File: src/rtl/lp_tree_serializer_p.sv
// lp_tree_serializer_p: buffered parallel-to-serial converter; emitted bit picked by a binary mux tree.
// Define LP_SER_PARITY_EN to append an even-parity bit after the last data bit of every frame.
module lp_tree_serializer_p #(
    parameter int WIDTH     = 16,
    parameter bit MSB_FIRST = 1
) (
    input  logic             CLK,
    input  logic             RESET,
    input  logic [WIDTH-1:0] PAR_IN,
    input  logic             PAR_VALID,
    output logic             PAR_READY,
    output logic             SERIAL_OUT,
    output logic             SERIAL_VALID,
    output logic             FRAME_START
);
    localparam int CW = $clog2(WIDTH);

    if (WIDTH < 2 || WIDTH > 64 || (WIDTH & (WIDTH - 1)) != 0) begin : g_bad_width
        $error("lp_tree_serializer_p: WIDTH must be a power of two in 2..64");
    end

    logic [WIDTH-1:0]   buf_word;
    logic [WIDTH-1:0]   cur_word;
    logic [WIDTH-1:0]   word_sel;
    logic [CW-1:0]      cnt;
    logic [CW-1:0]      idx_nxt;
    logic [CW-1:0]      sel;
    logic [2*WIDTH-2:0] node;
    logic               buf_full;
    logic               load;
    logic               last;
    logic               cnt_en;
    logic               nxt_valid;
    logic               nxt_out;
    logic               tree_bit;

    assign PAR_READY = !buf_full && RESET;
    assign load      = buf_full && (!SERIAL_VALID || last);
    assign word_sel  = load ? buf_word : cur_word;
    assign idx_nxt   = load ? '0 : cnt + CW'(1);
    assign sel       = MSB_FIRST ? ~idx_nxt : idx_nxt;
    assign nxt_valid = load || (SERIAL_VALID && !last);

`ifdef LP_SER_PARITY_EN
    logic par_phase;
    logic par_next;

    assign par_next = SERIAL_VALID && !par_phase && cnt == CW'(WIDTH - 1);
    assign last     = SERIAL_VALID && par_phase;
    assign cnt_en   = load || (SERIAL_VALID && !par_phase);
    assign nxt_out  = par_next ? ^cur_word : nxt_valid && tree_bit;

    always_ff @(posedge CLK or negedge RESET) begin
        if (!RESET) par_phase <= 1'b0;
        else        par_phase <= par_next;
    end
`else
    assign last    = SERIAL_VALID && cnt == CW'(WIDTH - 1);
    assign cnt_en  = load || SERIAL_VALID;
    assign nxt_out = nxt_valid && tree_bit;
`endif

    // Level l holds WIDTH>>l nodes starting at 2*WIDTH - 2*(WIDTH>>l); the root is the top node.
    assign node[WIDTH-1:0] = word_sel;
    for (genvar l = 0; l < CW; l++) begin : g_lvl
        localparam int BI = 2 * WIDTH - 2 * (WIDTH >> l);
        localparam int BO = 2 * WIDTH - 2 * (WIDTH >> (l + 1));
        for (genvar i = 0; i < (WIDTH >> (l + 1)); i++) begin : g_mux
            assign node[BO+i] = sel[l] ? node[BI+2*i+1] : node[BI+2*i];
        end
    end
    assign tree_bit = node[2*WIDTH-2];

    always_ff @(posedge CLK or negedge RESET) begin
        if (!RESET) begin
            buf_word     <= '0;
            buf_full     <= 1'b0;
            cur_word     <= '0;
            cnt          <= '0;
            SERIAL_OUT   <= 1'b0;
            SERIAL_VALID <= 1'b0;
            FRAME_START  <= 1'b0;
        end else begin
            if (PAR_VALID && PAR_READY) begin
                buf_word <= PAR_IN;
                buf_full <= 1'b1;
            end else if (load) begin
                buf_full <= 1'b0;
            end
            if (load) cur_word <= buf_word;
            if (cnt_en) cnt <= idx_nxt;
            SERIAL_OUT   <= nxt_out;
            SERIAL_VALID <= nxt_valid;
            FRAME_START  <= load;
        end
    end
endmodule

File: config.mk
export PLATFORM = sky130hd
export DESIGN_NAME = lp_tree_serializer_p
export DESIGN_NICKNAME = d
export VERILOG_FILES = /design/src/rtl/lp_tree_serializer_p.sv
export SDC_FILE = /design/constraint.sdc
export NUM_CORES = 1
export LEC_CHECK = 0
export BUFFER_PORTS_ARGS = -buffer_cell sky130_fd_sc_hd__buf_2
export CAP_MARGIN = 40
export CORE_MARGIN = 8
export CORE_UTILIZATION = 55
export DETAILED_ROUTE_END_ITERATION = 6
export PLACE_DENSITY_LB_ADDON = 0.12
export SETUP_SLACK_MARGIN = 0.3
export SYNTH_ARGS = -nofsm -noshare
export SYNTH_HDL_FRONTEND = slang
export SYNTH_SLANG_ARGS = --single-unit
File: constraint.sdc
create_clock -name CLK -period 3 [get_ports CLK]
set_clock_uncertainty 0.2 [all_clocks]
set_input_delay 0.45 -clock CLK [delete_from_list [all_inputs] [get_ports CLK]]
set_output_delay 0.45 -clock CLK [all_outputs]
set_load 0.01 [all_outputs]
==> summary.md <==
| Metric | Value |
|---|---|
| CTS tree | `yes` |
| Synth area leader | `dfrtp_1` |
| Post-place instance area | `roughly 1900 um2` |
| First-pass GRT wire length | `5326 um` |
| Share of cells above drive strength 1 | `a little under a third` |
| Final Hold Vio Count | `0` |
| DR vias/cell | `5.121` |
| Crit-path cells | `ha_1 -> mux4_1 -> mux2_2 -> o31ai_4 -> a21oi_2` |
| Clock slew at reported path FFs | `around 0.11 ns` |
| Synth area leaders | `dfrtp_1, mux2_2, nand2_1, mux4_1, mux2i_1` |
| WL/cell | `13.65 um` |
| Setup TNS | `0 ns` |
| CP endpoint kind | `register` |
| Antenna cells | `0` |
| CORE AREA | `3078 um2` |
| # nets final | `198` |
| Slowest cell on crit path | `mux4_1` |
| Initial antenna violation count | `0` |
| Clock Path Buffers | `2` |
| Starting Density | `58.54%` |
| Post-CTS Setup Bufs | `0` |
| CTS resizes | `0` |
| Inst Count DP | `roughly 210` |
| Total congestion overflow | `0` |
| Avg Inst Size Synth | `11.70 um2` |
| CP max FO | `9` |
| First DRT Iteration DRCs | `73` |
| Inserted Clock Buffers | `5` |
| Tot Pwr | `~2.1 mW` |
| PortBufs | `22` |
| CP max stage delay | `0.59 ns` |
| Max-cap violations | `0` |
| Post-route cell area | `2018 um2` |
| H-tree depth | `2` |
| HPWL Detailed | `about 2200 um` |
| Leak Pwr | `1.025 nW` |
| Die H | `73.24 um` |
| Rel. slew slack | `51.14%` |
| CTS Hold Buffers Added | `1` |
| Crit path DAT | `2.45 ns` |
| Pwr/cell area | `between 1000 and 1500 nW/um2` |
| Worst path top cell family by delay | `multiplexers` |
| # rows | `20` |
| Synth warnings | `0` |
| Crit Path Category | `reg -> reg` |
| Least-Margin Pin Slew | `0.7311 ns` |
| Final Non-Filler Cells | `between 200 and 250` |
| Synth Register Bits | `40` |
| Mapped Cells | `between 150 and 200` |
| Crit share post-route | `80.45%` |
| GPL Wtd Cong | `between 0.8 and 0.9` |
| Commonest cells post-synth | `nand2_1, dfrtp_1, mux2_2` |
| Worst hold path type | `in -> reg` |
| Mapped Area | `~1800 um2` |
| Max VDD drop | `roughly 550 uV` |
| Startpoint Class | `register` |
| Drt total wl | `between 3000 and 4000 um` |
| Period minus WS final | `2.414 ns` |
| Asr flop ratio synth | `100.0%` |
| Post-Syn Nets | `between 150 and 200` |
| DR vias | `1142` |
| Ports | `23` |
| DRT Pass-1 Iters | `4` |
| Vias in the first global route | `1201` |
| Post-layout util | `65.57%` |
| Post-synth top area share | `55.56%` |
| Setup violators final | `0` |
| Max Fclk | `0.4143 GHz` |
| Die footprint | `between 5000 and 6000 um2` |
| Chip Width | `73.24 um` |
| CP required | `3.04 ns` |
| Status | `complete, no violations` |
| Post-synth cell types | `30` |
| Layout area overhead | `12.01%` |
| Largest net degree at the start of global routing | `41` |
| Top FF cell, synth | `dfrtp_1` |
| Detail Route Antenna Nets | `0` |
| Later-pin clock latency in the skew report | `0.34 ns` |
| CP Buf/Inv Count | `0` |
| Register area share after synthesis | `55.56%` |
| All-layer global routing usage | `12.90%` |
| Most frequent cell after synthesis | `nand2_1` |
| CTS Root Cell | `clkbuf_4` |
| Slew Viols, Final | `0` |
| # DRC | `0` |
| Number of synthesized flops with an enable pin | `0` |
| Clk sinks | `40` |
| RSZ-0062 raised after global routing | `no` |
[power breakdown]
part	switching (mW)	internal, mW	total [mW]
registers	0.172	0.785	0.957
logic	0.373	0.420	0.793
clock network	0.167	0.221	0.388
total	0.712	1.43	2.14
[area by class of cell]
type / instances / area (um2)
clock buffers: 7 / 65.06
well taps: 44 / 55.05
fillers: 252 / 1060
repair buffers: 25 / 135.1
clock inverters: 1 / 30.03
inverters: 3 / 11.26
flip-flops and latches: 40 / 1001
multi-input cells: 103 / 720.7
[per-layer routing]
metal,vias to the layer above,GRT usage (%),part of all wire [%]
li1,561,-,-
met1,553,14.29,43
met2,22,21.45,50
met3,6,5.082,5.7
met4,0,5.333,1.6
met5,-,0,0
[stage by stage]
stage,hold slack [ns],worst slack (ns)
final,0.1303,0.5864
after floorplan,-0.04559,0.8907
after detailed placement,0.2493,0.6076
after CTS,0.1120,0.5950
after global routing,0.1076,0.4820
after global placement,0.2454,0.6859
[worst reg2reg max path: cells and delay by family (launching register included)]
family,cells,cell delay [ns]
DFF,1,0.52
AOI/OAI and AO/OA,2,0.22
adders and majority gates,1,0.48
muxes,2,0.89
[registers in the layout (all words and copies together), names as in the netlist]
signal,cells
FRAME_START,1
SERIAL_OUT,1
SERIAL_VALID,1
buf_full,1
buf_word,16
cnt,4
cur_word,16
[cell usage in the layout (no fill, tap or decap)]
master | Yosys | layout
a21o_1 | 1 | 1
a21oi_1 | 2 | 2
a21oi_2 | 1 | 1
a22o_1 | 1 | 1
a32o_1 | 1 | 1
and2b_1 | 1 | 1
buf_2 | 3 | 22
buf_4 | 0 | 2
bufinv_16 | 0 | 1
clkbuf_4 | 0 | 5
clkbuf_8 | 2 | 2
dfrtp_1 | 40 | 40
dlygate4sd3_1 | 0 | 1
ha_1 | 1 | 1
inv_1 | 2 | 2
inv_2 | 1 | 1
mux2_2 | 17 | 17
mux2i_1 | 4 | 4
mux4_1 | 3 | 3
nand2_1 | 50 | 50
nand2_4 | 2 | 2
nand3_1 | 4 | 4
nor2_1 | 4 | 4
nor2b_1 | 1 | 1
o21ai_0 | 2 | 2
o21ai_2 | 1 | 1
o22ai_1 | 1 | 1
o31ai_1 | 1 | 1
o31ai_4 | 1 | 1
or3_1 | 1 | 1
xor2_1 | 2 | 2
xor2_2 | 1 | 1
[cells by family after synthesis]
| family | Yosys count | synth area share (%) |
|---|---|---|
| fa+ha+maj | 1 | 0.6943 |
| xor+xnor | 3 | 1.875 |
| flops | 40 | 55.56 |
| simple gates | 63 | 14.72 |
| compound gates | 12 | 5.487 |
| mux | 24 | 17.22 |
| buf+inv | 11 | 4.444 |
[path summary, 6_finish.rpt]
path	from	end	slack, ns	cells after the start
worst max register to register	cnt[0]	SERIAL_OUT	0.59	5
worst min-delay path	PAR_IN[10]	buf_word[10]	0.13	2
worst min register to register	buf_word[0]	cur_word[0]	0.27	2
max in group asynchronous	RESET	buf_word[13]	1.77	3
worst max-delay path	cnt[0]	SERIAL_OUT	0.59	5
min in group asynchronous	RESET	buf_full	0.48	3
No activity file was read; power rests on OpenSTA's default activity.
